==> config.mk <==
export PLATFORM = sky130hd
export DESIGN_NAME = seq_detector_flat
export DESIGN_NICKNAME = d
export VERILOG_FILES = /design/src/rtl/seq_detector_pkg.sv /design/src/rtl/seq_detector_if.sv /design/src/rtl/seq_detector_sat_counter.sv /design/src/rtl/seq_detector.sv /design/src/flat_wrapper.sv
export SDC_FILE = /design/constraint.sdc
export NUM_CORES = 1
export LEC_CHECK = 0
export ABC_AREA = 1
export CAP_MARGIN = 20
export CORE_MARGIN = 2
export CORE_UTILIZATION = 25
export DETAILED_ROUTE_END_ITERATION = 16
export PLACE_DENSITY = 0.41
export RECOVER_POWER = 25
export SLEW_MARGIN = 20
export SYNTH_ARGS = -nofsm -noshare
export SYNTH_HDL_FRONTEND = slang
export SYNTH_SLANG_ARGS = --single-unit
==> constraint.sdc <==
create_clock -name clk -period 1.8 [get_ports clk]
set_input_delay 0.36 -clock clk [delete_from_list [all_inputs] [get_ports clk]]
set_output_delay 0.36 -clock clk [all_outputs]
set_load 0.01 [all_outputs]
==> src/rtl/seq_detector_pkg.sv <==
// Shared definitions for the symbol-sequence detector: mode encodings
// and the helper that folds raw configuration codes onto them.
package seq_detector_pkg;

  localparam int MODE_W = 2;

  // Detection modes. The unused code 3 is folded onto MODE_OVL when loaded.
  typedef enum logic [MODE_W-1:0] {
    MODE_OVL  = 2'd0,
    MODE_NOVL = 2'd1,
    MODE_RUN  = 2'd2
  } det_mode_t;

  // Map a raw 2-bit mode code onto a legal mode. Code 3 becomes MODE_OVL.
  function automatic det_mode_t to_mode(input logic [MODE_W-1:0] code);
    det_mode_t m;
    case (code)
      2'd1:    m = MODE_NOVL;
      2'd2:    m = MODE_RUN;
      default: m = MODE_OVL;
    endcase
    return m;
  endfunction

endpackage

==> src/rtl/seq_detector_if.sv <==
// Symbol stream, configuration and result signals of the sequence detector.
// The master drives the stream and configuration; the slave is the detector.
interface seq_detector_if #(
  parameter int SYM_W   = 2,
  parameter int PAT_LEN = 3,
  parameter int CNT_W   = 8
);

  logic                     in_valid;
  logic [SYM_W-1:0]         sym;
  logic                     cfg_we;
  logic [PAT_LEN*SYM_W-1:0] cfg_pattern;
  logic [1:0]               cfg_mode;
  logic                     cnt_clr;
  logic                     match;
  logic                     match_pulse;
  logic [CNT_W-1:0]         match_cnt;

  modport master (
    output in_valid, sym, cfg_we, cfg_pattern, cfg_mode, cnt_clr,
    input  match, match_pulse, match_cnt
  );

  modport slave (
    input  in_valid, sym, cfg_we, cfg_pattern, cfg_mode, cnt_clr,
    output match, match_pulse, match_cnt
  );

endinterface

==> src/rtl/seq_detector_sat_counter.sv <==
// Saturating up-counter with a synchronous clear that wins over increment.
module sat_counter #(
  parameter int CNT_W = 8
) (
  input  logic             clk,
  input  logic             rst_n,
  input  logic             inc,
  input  logic             clr,
  output logic [CNT_W-1:0] cnt
);

  localparam logic [CNT_W-1:0] CNT_MAX = '1;

  // Clear has priority; increment stops once the counter reaches all-ones.
  always_ff @(posedge clk or negedge rst_n) begin
    if (!rst_n) begin
      cnt <= '0;
    end else if (clr) begin
      cnt <= '0;
    end else if (inc && (cnt != CNT_MAX)) begin
      cnt <= cnt + CNT_W'(1);
    end
  end

endmodule

==> src/rtl/seq_detector.sv <==
// Symbol-sequence detector. Keeps the last PAT_LEN accepted symbols (oldest
// in slice 0, newest in the top slice) and a fill count, and flags a hit when
// a full history equals the programmed pattern. Hits drive a level output,
// a one-cycle strobe and a saturating occurrence counter.
module seq_detector
  import seq_detector_pkg::*;
#(
  parameter int                           SYM_W       = 2,
  parameter int                           PAT_LEN     = 3,
  parameter int                           CNT_W       = 8,
  parameter logic [PAT_LEN*SYM_W-1:0]     DEF_PATTERN = 6'b11_10_01,
  parameter logic [1:0]                   DEF_MODE    = 2'd2
) (
  input  logic          clk,
  input  logic          rst_n,
  seq_detector_if.slave bus
);

  localparam int HIST_W = PAT_LEN * SYM_W;
  localparam int FILL_W = $clog2(PAT_LEN + 1);
  localparam logic [FILL_W-1:0] FILL_FULL = FILL_W'(PAT_LEN);

  logic [HIST_W-1:0] hist_q, hist_d;
  logic [FILL_W-1:0] fill_q, fill_d;
  logic [HIST_W-1:0] pattern_q, pattern_d;
  det_mode_t         mode_q, mode_d;
  logic              match_q, match_d;
  logic              pulse_q, pulse_d;

  logic [SYM_W-1:0]  last_sym;
  logic [HIST_W-1:0] hist_shift;
  logic [FILL_W-1:0] fill_inc;
  logic              suppress;
  logic              accept;
  logic              hit;

  // Acceptance, candidate history and hit detection for the current symbol.
  always_comb begin
    last_sym   = hist_q[HIST_W-1 -: SYM_W];
    hist_shift = {bus.sym, hist_q[HIST_W-1:SYM_W]};
    fill_inc   = (fill_q == FILL_FULL) ? fill_q : fill_q + FILL_W'(1);
    // In run-tolerant mode a repeat of the newest symbol is a run, not a new symbol.
    suppress   = (mode_q == MODE_RUN) && (fill_q != '0) && (bus.sym == last_sym);
    accept     = bus.in_valid && !bus.cfg_we && !suppress;
    hit        = accept && (fill_inc == FILL_FULL) && (hist_shift == pattern_q);
  end

  // Next-state selection: configuration load, accepted symbol, or hold.
  always_comb begin
    hist_d    = hist_q;
    fill_d    = fill_q;
    pattern_d = pattern_q;
    mode_d    = mode_q;
    match_d   = match_q;
    pulse_d   = 1'b0;
    if (bus.cfg_we) begin
      // History is left alone; a zero fill already forces a full refill.
      pattern_d = bus.cfg_pattern;
      mode_d    = to_mode(bus.cfg_mode);
      fill_d    = '0;
      match_d   = 1'b0;
    end else if (accept) begin
      hist_d  = hist_shift;
      // Non-overlapping mode restarts the fill so the next occurrence shares nothing.
      fill_d  = (hit && (mode_q == MODE_NOVL)) ? '0 : fill_inc;
      match_d = hit;
      pulse_d = hit;
    end
  end

  // Detector state registers.
  always_ff @(posedge clk or negedge rst_n) begin
    if (!rst_n) begin
      hist_q    <= '0;
      fill_q    <= '0;
      pattern_q <= DEF_PATTERN;
      mode_q    <= to_mode(DEF_MODE);
      match_q   <= 1'b0;
      pulse_q   <= 1'b0;
    end else begin
      hist_q    <= hist_d;
      fill_q    <= fill_d;
      pattern_q <= pattern_d;
      mode_q    <= mode_d;
      match_q   <= match_d;
      pulse_q   <= pulse_d;
    end
  end

  sat_counter #(
    .CNT_W (CNT_W)
  ) u_cnt (
    .clk   (clk),
    .rst_n (rst_n),
    .inc   (hit),
    .clr   (bus.cnt_clr),
    .cnt   (bus.match_cnt)
  );

  assign bus.match       = match_q;
  assign bus.match_pulse = pulse_q;

endmodule
==> src/flat_wrapper.sv <==
// flat-port wrapper written by rule: the top's interface ports become plain ports
module seq_detector_flat import seq_detector_pkg::*;
#(
  parameter int                           SYM_W       = 2,
  parameter int                           PAT_LEN     = 3,
  parameter int                           CNT_W       = 8,
  parameter logic [PAT_LEN*SYM_W-1:0]     DEF_PATTERN = 6'b11_10_01,
  parameter logic [1:0]                   DEF_MODE    = 2'd2
)
  (clk, rst_n, bus_in_valid, bus_sym, bus_cfg_we, bus_cfg_pattern, bus_cfg_mode, bus_cnt_clr, bus_match, bus_match_pulse, bus_match_cnt);
  seq_detector_if #(.SYM_W(SYM_W), .PAT_LEN(PAT_LEN), .CNT_W(CNT_W)) bus_i ();
  input  logic clk;
  input  logic rst_n;
  input wire logic [$bits(bus_i.in_valid)-1:0] bus_in_valid;
  input wire logic [$bits(bus_i.sym)-1:0] bus_sym;
  input wire logic [$bits(bus_i.cfg_we)-1:0] bus_cfg_we;
  input wire logic [$bits(bus_i.cfg_pattern)-1:0] bus_cfg_pattern;
  input wire logic [$bits(bus_i.cfg_mode)-1:0] bus_cfg_mode;
  input wire logic [$bits(bus_i.cnt_clr)-1:0] bus_cnt_clr;
  output wire logic [$bits(bus_i.match)-1:0] bus_match;
  output wire logic [$bits(bus_i.match_pulse)-1:0] bus_match_pulse;
  output wire logic [$bits(bus_i.match_cnt)-1:0] bus_match_cnt;
  assign bus_i.in_valid = bus_in_valid;
  assign bus_i.sym = bus_sym;
  assign bus_i.cfg_we = bus_cfg_we;
  assign bus_i.cfg_pattern = bus_cfg_pattern;
  assign bus_i.cfg_mode = bus_cfg_mode;
  assign bus_i.cnt_clr = bus_cnt_clr;
  assign bus_match = bus_i.match;
  assign bus_match_pulse = bus_i.match_pulse;
  assign bus_match_cnt = bus_i.match_cnt;
  seq_detector #(.SYM_W(SYM_W), .PAT_LEN(PAT_LEN), .CNT_W(CNT_W), .DEF_PATTERN(DEF_PATTERN), .DEF_MODE(DEF_MODE)) u_core (.clk(clk), .rst_n(rst_n), .bus(bus_i));
endmodule
==> Implementation_results.wiki <==
{| class="wikitable"
! Metric !! Value
|-
| Run status || finished, final reports clean
|-
| Top cells by area, synth || sky130_fd_sc_hd__dfrtp_1 35%, sky130_fd_sc_hd__nand2_1 16%, sky130_fd_sc_hd__dfstp_2 9.6%
|-
| Cells along the critical path || clkdlybuf4s50_1
|-
| Cell types with the highest counts after synthesis || 60 x sky130_fd_sc_hd__nand2_1, 24 x sky130_fd_sc_hd__inv_1, 19 x sky130_fd_sc_hd__dfrtp_1
|-
| Transition at the pin with the smallest max-transition slack || 0.625 ns
|-
| Worst-case headroom to the max-slew limit || 58.3%
|-
| Setup crit start kind || flip-flop
|-
| Number of I/O port buffers || 24
|-
| Number of DRC violations after detailed routing || 0
|-
| Total wire length || 3040 um
|-
| Count of cell types in the netlist || 24
|-
| Delay-heaviest family, CP || buffers and inverters
|-
| Vias in the first global route || 1146
|-
| Post-synthesis to final-layout area growth || 31.4%
|-
| Share of the synthesized area in compound gates (AO/OA/AOI/OAI) || 5.48%
|-
| Floorplan die area || 6080 sq um
|-
| Area leader, netlist || sky130_fd_sc_hd__dfrtp_1
|-
| Arrival time worst endpoint || 1.29 ns
|-
| Maximum achievable frequency || 605 MHz
|-
| Worst Setup Slack post-DPL || -0.108 ns
|-
| Total number of vias || 1199
|-
| First-pass GRT wire length || 5480 um
|-
| Switching power as a share of total power || 25.6%
|-
| Max H-tree Level || 1
|-
| WL per Instance || 10.8 um
|-
| CTS tree || yes
|-
| Clock edge transition at the registers on the reported setup and hold paths || 0.09 ns
|-
| Part of the power in combinational logic || 15.7%
|-
| HPWL after detailed placement || 2350 um
|-
| Synthesized-area fraction occupied by and/or/nand/nor cells || 35.1%
|-
| Flop and latch count out of synthesis || 24
|-
| First-pass detailed-route iteration total || 4
|-
| Net count of the mapped netlist || 198
|-
| Post-synthesis xor/xnor area fraction || 4.48%
|-
| RSZ-0062 raised after global routing || false
|-
| Total Power Consumption || 0.00130 W
|-
| Fin. Hold Viols || 0
|-
| Count of buffering cells on the critical path with inverters included || 1
|-
| Die Span Y || 78.0 um
|-
| Antenna Diode Count || 0
|-
| Proportion of power drawn by flip-flops and latches || 46.9%
|-
| Post-CTS Setup Bufs || 0
|-
| Share of synthesized registers carrying an async set or reset || 100%
|-
| Area share of the largest cell type after synthesis || 34.7%
|-
| VDD IR max || 0.312 mV
|-
| Master cell of the clock root buffer || sky130_fd_sc_hd__clkbuf_8
|-
| Worst Path Class, Setup || reg -> out
|-
| Number of synthesized flops with an enable pin || 0
|-
| Adder-cell share of the synthesized area || 0.914%
|-
| Clk Latency, worst-skew pair || 0.27 ns
|-
| Final critical delay including setup and external delays || 1.65 ns
|-
| Average size of a mapped cell || 7.52 sq um
|-
| Leakage Power || 0.932 nW
|-
| Portion of the clock cycle consumed by the worst path in the final layout || 91.8%
|-
| Post-synthesis mux area share || 0.823%
|-
| Switching power of the nets || 0.000334 W
|-
| Net count of the finished layout || 228
|-
| Antenna Violating Nets Remaining || 0
|-
| Cell with the most instances after synthesis || sky130_fd_sc_hd__nand2_1
|-
| CTS Sinks || 24
|-
| Summed instance area of the synthesized netlist || 1370 sq um
|-
| Warnings, synthesis || 0
|-
| Final setup slack of the worst path || 0.147 ns
|-
| Share of total power in the clock network || 37.4%
|-
| Ports || 25
|-
| Number of clock buffers inserted by TritonCTS || 3
|-
| Max incr delay on CP || 0.57 ns
|-
| Maximum number of buffers from clock root to sink || 2
|-
| Combinational family with the most area after synthesis || simple AND/OR/NAND/NOR gates
|-
| Mean number of vias per cell || 4.27
|-
| Die boundary width || 78.0 um
|-
| Crit. End Element || output port
|-
| Number of buffers added to fix hold violations after cts || 0
|-
| Final core utilization || 34.6%
|-
| Final Setup Violations || 0
|-
| Cell-internal power || 0.000967 W
|-
| RD Place Congestion || 0.772
|-
| DRC marker count from the first detailed-route iteration || 70
|-
| Worst Clk Skew || 0.00163 ns
|-
| Max stage delay cell, worst path || sky130_fd_sc_hd__clkdlybuf4s50_1
|-
| Number of standard cells after synthesis || 182
|-
| Total gr overflow || 0
|-
| Starting utilization of the core area || 26.3%
|-
| Dominant synthesized flop cell || sky130_fd_sc_hd__dfrtp_1
|-
| Layout cells sized above 1 || 11.8%
|-
| Data required time at the worst endpoint || 1.44 ns
|-
| Final number of max-transition violations || 0
|-
| Initial antenna violation count || 0
|-
| Worst min-delay path category || reg -> reg
|-
| Sequential-to-total area share from yosys stat || 44.3%
|-
| Worst Path Max Fanout || 5
|-
| Total track usage || 11.3%
|-
| Max-cap check violation count || 0
|-
| Power per Cell Area || 723 nW/um^2
|-
| Placeable core area || 5200 sq um
|-
| Maximum number of pins on one net before global-route repair || 25
|-
| Row Count || 26
|}
logic make-up after synthesis:
group / after synthesis
multiplexers: 1
adder cells (fa/ha/maj): 1
AND/OR/NAND/NOR: 104
XOR/XNOR: 7
AO/OA/AOI/OAI: 15
buffers and inverters: 30
flip-flops: 24
flip-flops by register name (all words and copies together), names as in the netlist:
| signal | count |
|---|---|
| u_core.bus.match_pulse | 1 |
| u_core.hist_q | 4 |
| u_core.fill_q | 2 |
| u_core.u_cnt.cnt | 8 |
| u_core.bus.match | 1 |
| u_core.mode_q | 2 |
| u_core.pattern_q | 6 |
metal layers:
metal / vias to the layer above / track usage (%) / wire [um]
met5: - / 0 / 0
met4: 0 / 3.68 / 21
met3: 2 / 1.86 / 98
met2: 15 / 16.9 / 1300
met1: 548 / 16.5 / 1620
li1: 634 / - / -
power by group through the flow:
stage / Clock [W] / Sequential (W) / Combinational, W
after detailed placement: 0 / 0.000620 / 0.000208
after global placement: 0 / 0.000620 / 0.000208
after CTS: 0.000503 / 0.000610 / 0.000209
after global routing: 0.000524 / 0.000616 / 0.000239
final: 0.000487 / 0.000610 / 0.000205
after floorplan: 0 / 0.000614 / 0.000127
final timing paths:
check	depth (start not counted)	end	start	slack [ns]
worst max-delay path	1	bus_match_cnt[6]	u_core.u_cnt.cnt[6]	0.15
worst min-delay path	2	u_core.pattern_q[0]	u_core.pattern_q[0]	0.51
worst max register to register	7	u_core.u_cnt.cnt[2]	u_core.u_cnt.cnt[0]	0.18
worst min register to register	2	u_core.pattern_q[0]	u_core.pattern_q[0]	0.51
max in group asynchronous	2	u_core.u_cnt.cnt[4]	rst_n	0.77
min in group asynchronous	2	u_core.pattern_q[2]	rst_n	0.62
layout by cell type, fill, tap and decap left out, types with 2 or more instances in the layout:
cell type | synthesis | routed
sky130_fd_sc_hd__dfrtp_1 | 19 | 19
sky130_fd_sc_hd__nand2_2 | 2 | 2
sky130_fd_sc_hd__clkdlybuf4s50_1 | 0 | 23
sky130_fd_sc_hd__buf_4 | 0 | 3
sky130_fd_sc_hd__a21oi_1 | 3 | 3
sky130_fd_sc_hd__xor2_1 | 5 | 5
sky130_fd_sc_hd__xnor2_1 | 2 | 2
sky130_fd_sc_hd__inv_1 | 24 | 24
sky130_fd_sc_hd__nor2_1 | 13 | 13
sky130_fd_sc_hd__dfstp_2 | 5 | 5
sky130_fd_sc_hd__nand3_1 | 15 | 15
sky130_fd_sc_hd__o21ai_0 | 11 | 11
sky130_fd_sc_hd__nand2_1 | 60 | 60
sky130_fd_sc_hd__inv_2 | 2 | 2
sky130_fd_sc_hd__nand4_1 | 8 | 8
sky130_fd_sc_hd__clkbuf_8 | 0 | 3
metrics by stage:
step / cells / setup TNS, ns / instance area [sq um] / hold slack [ns]
after detailed placement: 277 / -0.726 / 1720 / 0.491
final: 281 / 0 / 1800 / 0.505
after global placement: 277 / -0.667 / 1720 / 0.482
after floorplan: 182 / 0 / 1370 / 0.0644
after global routing: 281 / 0 / 1800 / 0.551
after CTS: 281 / 0 / 1790 / 0.457
repair_timing:
item	in CTS	in global routing
setup endpoints to repair	0	8
endpoints found under the hold margin	0	0
resized for setup	0	1
tightest hold or removal path, stage by stage, from the launching register on:
cell                      delay [ns]
sky130_fd_sc_hd__dfstp_2        0.38
sky130_fd_sc_hd__inv_1          0.06
sky130_fd_sc_hd__o21ai_0        0.07
cell type report:
cell class | instances | area [sq um]
sequential | 24 | 607
fill | 566 | 3410
clock buffer | 3 | 41.3
clock inverter | 1 | 30.0
timing repair buffer | 29 | 288
tap | 70 | 87.6
multi-input combinational | 128 | 648
inverter | 26 | 97.6
Power figures use the tool's default switching activity.
